$ cat config.mk
export PLATFORM = sky130hd
export DESIGN_NAME = bram_lsu_port_flat
export DESIGN_NICKNAME = d
export VERILOG_FILES = /design/src/rtl/bram_lsu_port_if.sv /design/src/rtl/bram_lsu_port.sv /design/src/flat_wrapper.sv
export SDC_FILE = /design/constraint.sdc
export NUM_CORES = 1
export LEC_CHECK = 0
export BUFFER_PORTS_ARGS = -buffer_cell sky130_fd_sc_hd__buf_4
export CORE_MARGIN = 3
export CORE_UTILIZATION = 30
export DETAILED_ROUTE_END_ITERATION = 10
export PLACE_DENSITY_LB_ADDON = 0.25
export SYNTH_ARGS = -nofsm -noshare
export SYNTH_HDL_FRONTEND = slang
export SYNTH_SLANG_ARGS = --single-unit
$ cat constraint.sdc
create_clock -name clk -period 1.8 [get_ports clk]
set_input_delay 0.27 -clock clk [delete_from_list [all_inputs] [get_ports clk]]
set_output_delay 0.27 -clock clk [all_outputs]
set_load 0.005 [all_outputs]
$ cat src/rtl/bram_lsu_port_if.sv
// Bundle of the core-side load/store handshake and the BRAM port signals.
// The master modport is the load/store unit; the slave modport is the
// core plus attached BRAM seen from the environment.
interface bram_lsu_port_if #(
  parameter int RAM_DEPTH = 8192
);

  // Number of bits needed to index depth values (Xilinx-style clogb2)
  function automatic int clogb2(input int depth);
    int d_v;
    int r_v;
    d_v = depth;
    r_v = 0;
    while (d_v > 0) begin
      r_v = r_v + 1;
      d_v = d_v >>> 1;
    end
    return r_v;
  endfunction

  localparam int AW = clogb2(RAM_DEPTH - 1);

  logic          req_valid;
  logic          req_ready;
  logic          req_we;
  logic [2:0]    req_funct3;
  logic [31:0]   req_addr;
  logic [31:0]   req_wdata;
  logic          rsp_valid;
  logic          rsp_ready;
  logic [31:0]   rsp_rdata;
  logic          rsp_err;
  logic          mem_en;
  logic [3:0]    mem_we;
  logic [AW-1:0] mem_addr;
  logic [31:0]   mem_din;
  logic          mem_regce;
  logic          mem_rst;
  logic [31:0]   mem_dout;

  modport master (
    input  req_valid, req_we, req_funct3, req_addr, req_wdata,
    output req_ready,
    output rsp_valid, rsp_rdata, rsp_err,
    input  rsp_ready,
    output mem_en, mem_we, mem_addr, mem_din, mem_regce, mem_rst,
    input  mem_dout
  );

  modport slave (
    output req_valid, req_we, req_funct3, req_addr, req_wdata,
    input  req_ready,
    input  rsp_valid, rsp_rdata, rsp_err,
    output rsp_ready,
    input  mem_en, mem_we, mem_addr, mem_din, mem_regce, mem_rst,
    output mem_dout
  );

endinterface

$ cat src/rtl/bram_lsu_port.sv
// Load/store unit front end driving one single-clock BRAM port.
// One access in flight; memory is driven combinationally in the accept
// cycle so the BRAM samples on the accept edge. Loads are formatted
// (sign/zero extension) when the BRAM data becomes valid.
module bram_lsu_port #(
  parameter int    RAM_DEPTH       = 8192,
  parameter string RAM_PERFORMANCE = "LOW_LATENCY"
) (
  input  logic             clk,
  input  logic             rst,
  bram_lsu_port_if.master  bus
);

  // Number of bits needed to index depth values (Xilinx-style clogb2)
  function automatic int clogb2(input int depth);
    int d_v;
    int r_v;
    d_v = depth;
    r_v = 0;
    while (d_v > 0) begin
      r_v = r_v + 1;
      d_v = d_v >>> 1;
    end
    return r_v;
  endfunction

  localparam int          AW      = clogb2(RAM_DEPTH - 1);
  localparam logic [31:0] DEPTH_W = 32'(RAM_DEPTH);
  localparam bit          HP      = (RAM_PERFORMANCE == "HIGH_PERFORMANCE");

  typedef enum logic [1:0] {
    ST_IDLE    = 2'd0,
    ST_WAIT    = 2'd1,
    ST_CAPTURE = 2'd2,
    ST_RESP    = 2'd3
  } state_t;

  // Byte-lane write mask for a store of the given size at the given offset
  function automatic logic [3:0] store_mask(input logic [2:0] f3, input logic [1:0] off);
    case (f3[1:0])
      2'b00:   return 4'b0001 << off;
      2'b01:   return off[1] ? 4'b1100 : 4'b0011;
      2'b10:   return 4'b1111;
      default: return 4'b0000;
    endcase
  endfunction

  // Replicate right-aligned store data across every lane it may land in
  function automatic logic [31:0] store_data(input logic [2:0] f3, input logic [31:0] w);
    case (f3[1:0])
      2'b00:   return {4{w[7:0]}};
      2'b01:   return {2{w[15:0]}};
      default: return w;
    endcase
  endfunction

  // Extract the addressed byte/half from a BRAM word and extend it
  function automatic logic [31:0] load_fmt(input logic [2:0] f3, input logic [1:0] off,
                                           input logic [31:0] d);
    logic [7:0]  b_v;
    logic [15:0] h_v;
    b_v = 8'(d >> {off, 3'b000});
    h_v = off[1] ? d[31:16] : d[15:0];
    case (f3)
      3'b000:  return {{24{b_v[7]}}, b_v};
      3'b001:  return {{16{h_v[15]}}, h_v};
      3'b010:  return d;
      3'b100:  return {24'h000000, b_v};
      3'b101:  return {16'h0000, h_v};
      default: return 32'h0000_0000;
    endcase
  endfunction

  state_t      state_r;
  state_t      state_s;
  logic        req_ready_s;
  logic        accept_s;
  logic        legal_s;
  logic        misalign_s;
  logic        range_err_s;
  logic        err_s;
  logic [2:0]  f3_r;
  logic [1:0]  off_r;
  logic        rsp_valid_r;
  logic [31:0] rsp_rdata_r;
  logic        rsp_err_r;

  assign req_ready_s = (state_r == ST_IDLE) && !rst;
  assign accept_s    = bus.req_valid && req_ready_s;

  // Request decode: legality, alignment and address range
  always_comb begin
    legal_s     = 1'b0;
    misalign_s  = 1'b0;
    range_err_s = 1'b0;
    case (bus.req_funct3)
      3'b000, 3'b001, 3'b010: legal_s = 1'b1;
      3'b100, 3'b101:         legal_s = !bus.req_we;
      default:                legal_s = 1'b0;
    endcase
    case (bus.req_funct3[1:0])
      2'b01:   misalign_s = bus.req_addr[0];
      2'b10:   misalign_s = (bus.req_addr[1:0] != 2'b00);
      default: misalign_s = 1'b0;
    endcase
    if ({2'b00, bus.req_addr[31:2]} >= DEPTH_W) begin
      range_err_s = 1'b1;
    end else begin
      range_err_s = 1'b0;
    end
    err_s = !legal_s || misalign_s || range_err_s;
  end

  assign bus.req_ready = req_ready_s;
  assign bus.mem_en    = accept_s && !err_s;
  assign bus.mem_we    = (accept_s && !err_s && bus.req_we) ?
                         store_mask(bus.req_funct3, bus.req_addr[1:0]) : 4'b0000;
  assign bus.mem_addr  = bus.req_addr[AW+1:2];
  assign bus.mem_din   = store_data(bus.req_funct3, bus.req_wdata);
  assign bus.mem_regce = (state_r == ST_WAIT) && !rst;
  assign bus.mem_rst   = rst;
  assign bus.rsp_valid = rsp_valid_r;
  assign bus.rsp_rdata = rsp_rdata_r;
  assign bus.rsp_err   = rsp_err_r;

  // Next-state logic: errors and stores answer immediately, loads wait on the BRAM
  always_comb begin
    state_s = state_r;
    case (state_r)
      ST_IDLE: begin
        if (accept_s) begin
          if (err_s || bus.req_we) begin
            state_s = ST_RESP;
          end else if (HP) begin
            state_s = ST_WAIT;
          end else begin
            state_s = ST_CAPTURE;
          end
        end else begin
          state_s = ST_IDLE;
        end
      end
      ST_WAIT:    state_s = ST_CAPTURE;
      ST_CAPTURE: state_s = ST_RESP;
      ST_RESP: begin
        if (rsp_valid_r && bus.rsp_ready) begin
          state_s = ST_IDLE;
        end else begin
          state_s = ST_RESP;
        end
      end
      default:    state_s = ST_IDLE;
    endcase
  end

  // State register
  always_ff @(posedge clk) begin
    if (rst) begin
      state_r <= ST_IDLE;
    end else begin
      state_r <= state_s;
    end
  end

  // Capture the load size/sign code and byte offset at accept
  always_ff @(posedge clk) begin
    if (rst) begin
      f3_r  <= 3'b000;
      off_r <= 2'b00;
    end else if (accept_s) begin
      f3_r  <= bus.req_funct3;
      off_r <= bus.req_addr[1:0];
    end
  end

  // Response register: set at accept (store/error) or capture (load), held until taken
  always_ff @(posedge clk) begin
    if (rst) begin
      rsp_valid_r <= 1'b0;
      rsp_rdata_r <= 32'h0000_0000;
      rsp_err_r   <= 1'b0;
    end else if (accept_s && (err_s || bus.req_we)) begin
      rsp_valid_r <= 1'b1;
      rsp_rdata_r <= 32'h0000_0000;
      rsp_err_r   <= err_s;
    end else if (state_r == ST_CAPTURE) begin
      rsp_valid_r <= 1'b1;
      rsp_rdata_r <= load_fmt(f3_r, off_r, bus.mem_dout);
      rsp_err_r   <= 1'b0;
    end else if ((state_r == ST_RESP) && rsp_valid_r && bus.rsp_ready) begin
      rsp_valid_r <= 1'b0;
    end
  end

endmodule

$ cat src/flat_wrapper.sv
// flat-port wrapper written by rule: the top's interface ports become plain ports
module bram_lsu_port_flat 
#(
  parameter int    RAM_DEPTH       = 8192,
  parameter string RAM_PERFORMANCE = "           "
)
  (clk, rst, bus_req_valid, bus_req_we, bus_req_funct3, bus_req_addr, bus_req_wdata, bus_req_ready, bus_rsp_valid, bus_rsp_rdata, bus_rsp_err, bus_rsp_ready, bus_mem_en, bus_mem_we, bus_mem_addr, bus_mem_din, bus_mem_regce, bus_mem_rst, bus_mem_dout);
  bram_lsu_port_if #(.RAM_DEPTH(RAM_DEPTH)) bus_i ();
  input  logic clk;
  input  logic rst;
  input wire logic [$bits(bus_i.req_valid)-1:0] bus_req_valid;
  input wire logic [$bits(bus_i.req_we)-1:0] bus_req_we;
  input wire logic [$bits(bus_i.req_funct3)-1:0] bus_req_funct3;
  input wire logic [$bits(bus_i.req_addr)-1:0] bus_req_addr;
  input wire logic [$bits(bus_i.req_wdata)-1:0] bus_req_wdata;
  output wire logic [$bits(bus_i.req_ready)-1:0] bus_req_ready;
  output wire logic [$bits(bus_i.rsp_valid)-1:0] bus_rsp_valid;
  output wire logic [$bits(bus_i.rsp_rdata)-1:0] bus_rsp_rdata;
  output wire logic [$bits(bus_i.rsp_err)-1:0] bus_rsp_err;
  input wire logic [$bits(bus_i.rsp_ready)-1:0] bus_rsp_ready;
  output wire logic [$bits(bus_i.mem_en)-1:0] bus_mem_en;
  output wire logic [$bits(bus_i.mem_we)-1:0] bus_mem_we;
  output wire logic [$bits(bus_i.mem_addr)-1:0] bus_mem_addr;
  output wire logic [$bits(bus_i.mem_din)-1:0] bus_mem_din;
  output wire logic [$bits(bus_i.mem_regce)-1:0] bus_mem_regce;
  output wire logic [$bits(bus_i.mem_rst)-1:0] bus_mem_rst;
  input wire logic [$bits(bus_i.mem_dout)-1:0] bus_mem_dout;
  assign bus_i.req_valid = bus_req_valid;
  assign bus_i.req_we = bus_req_we;
  assign bus_i.req_funct3 = bus_req_funct3;
  assign bus_i.req_addr = bus_req_addr;
  assign bus_i.req_wdata = bus_req_wdata;
  assign bus_req_ready = bus_i.req_ready;
  assign bus_rsp_valid = bus_i.rsp_valid;
  assign bus_rsp_rdata = bus_i.rsp_rdata;
  assign bus_rsp_err = bus_i.rsp_err;
  assign bus_i.rsp_ready = bus_rsp_ready;
  assign bus_mem_en = bus_i.mem_en;
  assign bus_mem_we = bus_i.mem_we;
  assign bus_mem_addr = bus_i.mem_addr;
  assign bus_mem_din = bus_i.mem_din;
  assign bus_mem_regce = bus_i.mem_regce;
  assign bus_mem_rst = bus_i.mem_rst;
  assign bus_i.mem_dout = bus_mem_dout;
  bram_lsu_port #(.RAM_DEPTH(RAM_DEPTH), .RAM_PERFORMANCE(RAM_PERFORMANCE)) u_core (.clk(clk), .rst(rst), .bus(bus_i));
endmodule
## Word level (Yosys, flattened, before mapping)

Index checks and enable logic that the tools add are counted.

- Logic and storage cells: 66
- Memories kept: 0
- RAM bits: 0
- Flip-flop bits (word level): 41
- Bits of input ports: 104
- Bits in latches: 0
- Output and inout bits: 87
- Memory bits (read-only): 0

- Div/mod/pow operators: 0
- Reductions and logical operators: 26
- $lt $le $gt $ge: 1
- Multiply operators: 0
- Add/subtract/negate cells: 0
- Mux-type cells: 18
- Bitwise gates (word level): 0
- Shift operators: 2
- Eq/ne operators: 13

Operators with widths:

| cell | number |
|---|---|
| $pmux W32 S5 | 1 |
| $pmux W32 S2 | 1 |
| $shr A32 B5 Y8 | 1 |
| $ge A30 B14 Y1 const B | 1 |
| $mux W16 | 1 |
| $eq A3 B3 Y1 const B | 4 |
| $pmux W4 S3 | 1 |
| $logic_and A1 B1 Y1 | 9 |
| $mux W4 | 2 |
| $pmux W2 S4 | 1 |
| $mux W1 | 7 |
| $eq A2 B2 Y1 const B | 3 |
| $eq A3 B1 Y1 const B | 2 |
| $eq A3 B2 Y1 const B | 2 |
| $logic_not A3 Y1 | 2 |
| $eq A2 B1 Y1 const B | 2 |
| $logic_not A1 Y1 | 4 |
| $logic_not A2 Y1 | 2 |
| $mux W2 | 2 |
| $pmux W1 S2 | 2 |
| $reduce_bool A2 Y1 | 2 |
| $reduce_or A2 Y1 | 2 |
| $shl A1 B2 Y4 const A | 1 |
| $logic_or A1 B1 Y1 | 3 |
| 2 further kinds | 2 |

## Logic depth before layout (Yosys ltp)

- Depth in word-level cells: 10
- Mapped depth: 8
- Mapped depth without buffers: 7

## Worst setup path before layout

Ideal clock, no wire load.

- Path type: in2out
- Start: in bus_req_funct3[0]
- End: out bus_mem_din[22]
- Cell stages on the path: 6
- Path buffers: 2
- Path slack: -0.142 ns
- Data required time: 1.530 ns
- Data arrival time: 1.672 ns
- Cells stage by stage: inv_1 -> ha_1 -> clkbuf_1 -> nor2_1 -> buf_2 -> mux2_2

- Longest elaborated chain between the ends: 2
- Elaborated cells between the ends (all ways): 3
- Those cells by class: eq/ne (1); mux (1); reduce/logical (1)

Ends and longest elaborated chain:

| what | line | text |
|---|---|---|
| start, declared | flat_wrapper.sv:13 | `input wire logic [$bits(bus_i.req_funct3)-1:0] bus_req_funct3;` |
| $eq A2 B1 Y1 / $logic_not A2 Y1 (equally long branches) | bram_lsu_port.sv:50 | `case (f3[1:0])` |
| $pmux W32 S2 * | bram_lsu_port.sv:50 |  |
| end, declared | flat_wrapper.sv:24 | `output wire logic [$bits(bus_i.mem_din)-1:0] bus_mem_din;` |

Mark *: on every way between the ends. The rest lies on a longest branch, timed or not.

## Worst setup path in the final report

- Start: in bus_req_addr[23]
- End: out bus_mem_we[0]

- Longest elaborated chain between the ends: 7

Ends and longest elaborated chain:

| what | line | text |
|---|---|---|
| start, declared | flat_wrapper.sv:14 | `input wire logic [$bits(bus_i.req_addr)-1:0] bus_req_addr;` |
| $ge A30 B14 Y1 | bram_lsu_port.sv:106 | `if ({2'b00, bus.req_addr[31:2]} >= DEPTH_W) begin` |
| $mux W1 | bram_lsu_port.sv:106 |  |
| $logic_or A1 B1 Y1 | bram_lsu_port.sv:111 | `err_s = !legal_s \|\| misalign_s \|\| range_err_s;` |
| $logic_not A1 Y1 | bram_lsu_port.sv:116 | `assign bus.mem_we = (accept_s && !err_s && bus.req_we) ?` |
| $logic_and A1 B1 Y1 (2 in series) | bram_lsu_port.sv:116 |  |
| $mux W4 | bram_lsu_port.sv:116 |  |
| end, declared | flat_wrapper.sv:22 | `output wire logic [$bits(bus_i.mem_we)-1:0] bus_mem_we;` |

Every way passes these cells.

==> impl_metrics.json <==
{
  "dieArea_um2": 10800,
  "failed_checks": "setup timing",
  "start_kind": "input port",
  "cp.required_ps": 1530,
  "switching_share_pct": 29.2,
  "synth.cell_area_um2": 2880,
  "rsz0062_at_grt": "yes",
  "rrSetupSlack_ps": 120,
  "synth.distinct_cells": 51,
  "min_to": "u_core.state_r[1]$_SDFF_PP0_",
  "grt_max_degree": 18,
  "yosys-top-cells-area": "dfxtp_1 (29%), a21oi_2 (8.8%), a22oi_1 (8.1%)",
  "crit_arrival_ps": 1690,
  "die_h_um": 104,
  "async_flop_share_pct": 0,
  "nets": 617,
  "p_clk_share_pct": 26.7,
  "tns_ps": -796,
  "synth-edff-count": 0,
  "dp_slack_ps": -280,
  "multiInputGateArea_um2": 1860,
  "cts_tree": "done",
  "power_mw": 2.89,
  "skew_ps": 7.48,
  "setup_viol": 13,
  "hold_path.class": "input port to register",
  "cap_violations": 0,
  "row_count": 35,
  "dpl.hpwl_um": 8140,
  "clock.fmax_mhz": 509,
  "leakagePower_nw": 2.10,
  "antenna_found_initial": 0,
  "r2r_cells": 5,
  "clock_sink_count": 41,
  "htree_levels": 2,
  "clkLatencyLatePin_ps": 290,
  "final_util_pct": 51.5,
  "reg2reg_from": "u_core.off_r[0]$_SDFFE_PP0P_",
  "max_slew_margin_pct": 66.0,
  "tightest_slew_ps": 508,
  "comb_power_share_pct": 37.6,
  "fill_cells": 899,
  "synthCells": 333,
  "drt_wl_total_um": 10400,
  "ys_warn_count": 0,
  "first_pass_iters": 7,
  "p_seq_share_pct": 35.7,
  "initialDrtViolationCount": 110,
  "finalCritPeriodShare_pct": 109,
  "antenna_left": 0,
  "timing.rr.end": "u_core.bus.rsp_rdata[7]$_SDFFE_PP0P_",
  "fin_ws_ps": -163,
  "cts_max_path_buffers": 2,
  "p_sw_mw": 0.844,
  "p_int_mw": 2.05,
  "area_delta_synth_final_pct": 66.3,
  "die_x_um": 104,
  "whs_path_depth": 2,
  "powerDensity_nw_per_um2": 604,
  "drc_errors": 0,
  "vias_per_cell": 5.05,
  "cts_buffers": 5,
  "clkTransAtPathRegs_ps": 70,
  "hold_start": "bus_req_valid",
  "boundaryPins": 191,
  "ir_drop_uv": 428,
  "synth_ff_type": "dfxtp_1",
  "yosysSeqAreaShare_pct": 28.5,
  "drv_slew": 0,
  "root_buffer": "clkbuf_8",
  "overflow": 0,
  "diodes": 0,
  "worstSetupEndpointType": "output pin",
  "initial_core_util_pct": 31.0,
  "drive_gt1_share_pct": 58.0,
  "synth_top_area_share_pct": 28.5,
  "regArea_um2": 822,
  "wl_per_cell_um": 16.2,
  "vias": 3226,
  "worstPathMaxFanout": 3,
  "critPathKind": "input port to output pin",
  "grt_pass1_vias": 3265,
  "synth.avg_cell_area_um2": 8.64,
  "grt_first_pass_wirelength_um": 16000,
  "grt_use_total_pct": 17.9,
  "hold_viol_final": 0,
  "status": "finished, violations left",
  "place.gp.congestion": 0.868,
  "ctsHoldBuffers": 0,
  "synth_fp_nets": 441,
  "yosys.area.top_type": "dfxtp_1",
  "io_buffers": 164,
  "ys_top_cells_by_count": "dfxtp_1 (41), nand2_1 (34), a22oi_1 (31), a21oi_2 (29), buf_4 (23)",
  "synth_seq_cells": 41,
  "synth_most_common_cell": "dfxtp_1",
  "min_period_ps": 1960,
  "core_um2": 9280
}
## sequential cells by signal, summed over array words and instances (netlist names)
name and cells:
u_core.bus.rsp_valid 1, u_core.off_r 2, u_core.f3_r 3, u_core.bus.rsp_rdata 32
u_core.bus.rsp_err 1, u_core.state_r 2
## cell type report
type,count,area share [%]
Multi-Input combinational cell,241,38.9
Timing Repair Buffer,214,37.2
Sequential cell,41,17.2
Tap cell,129,3.37
Clock buffer,6,1.73
Clock inverter,2,0.785
Inverter,6,0.785
## worst max-delay path, cell delays in order
cell	delay (ps)
buf_4	110
nor4_1	300
nand4_1	180
or3_4	420
nor3_4	160
o21a_1	150
buf_4	100
## cell usage in the layout (no fill, tap or decap), drive strengths merged, types with 5 or more instances in the layout
| master | netlist | layout |
|---|---|---|
| nor2b | 10 | 10 |
| buf | 34 | 210 |
| a21oi | 39 | 39 |
| nand2b | 12 | 12 |
| mux2 | 17 | 17 |
| clkbuf | 11 | 9 |
| a22o | 8 | 8 |
| nand2 | 34 | 34 |
| nand3 | 5 | 5 |
| inv | 6 | 6 |
| o21ai | 12 | 12 |
| a21o | 7 | 7 |
| a22oi | 31 | 31 |
| a222oi | 5 | 5 |
| dfxtp | 41 | 41 |
| nor2 | 11 | 11 |
## per-stage QoR
stage / cell area, µm² / hold slack, ps / instances
after floorplan: 2910 / 379 / 333
after detailed placement: 4350 / 462 / 620
after global placement: 4350 / 456 / 620
after CTS: 4630 / 193 / 634
after global routing: 4780 / 214 / 639
final: 4780 / 206 / 639
## cell families (layout without fill, tap and decap cells)
kind of cell | after synthesis | in the layout | synth area share, %
AOI/OAI and AO/OA | 123 | 123 | 33.2
adders and majority gates | 4 | 4 | 1.74
buffers and inverters | 51 | 228 | 11.0
DFF | 41 | 41 | 28.5
muxes | 21 | 21 | 8.05
and+or+nand+nor | 93 | 93 | 17.5
## metal layers
layer | wire length [µm] | vias up | GRT usage, %
met3 | 929 | 10 | 5.65
li1 | - | 1566 | -
met2 | 5330 | 158 | 32.8
met1 | 4030 | 1492 | 20.5
met5 | 0 | - | 0
met4 | 73 | 0 | 3.23
## timing repair
| item | CTS | global route |
|---|---|---|
| setup endpoints to repair | 21 | 49 |
| buffers inserted | 6 | 4 |
| gates resized for setup | 21 | 15 |
| gates cloned | 1 | 3 |
| hold endpoints to repair | 0 | 0 |
| pin swaps | 8 | 9 |
## worst max-delay path by stage
stage / endpoint / cells past startpoint / start
finish: bus_mem_we[0] / 7 / bus_req_addr[23]
global route: bus_mem_we[1] / 7 / bus_req_addr[23]
CTS: bus_mem_we[0] / 9 / bus_req_funct3[1]
detailed placement: bus_mem_we[0] / 9 / bus_req_funct3[0]
global placement: bus_mem_we[2] / 8 / bus_req_funct3[0]
floorplan: bus_mem_we[0] / 7 / bus_req_funct3[1]
## power groups by stage
stage                     Combinational, mW  Clock, mW  Sequential [mW]
after floorplan                       0.500          0             1.04
after global placement                0.985          0             1.05
after detailed placement              0.999          0             1.05
after CTS                              1.05      0.798             1.03
after global routing                   1.18      0.832             1.04
final                                  1.09      0.773             1.03
Power figures use the tool's default switching activity.
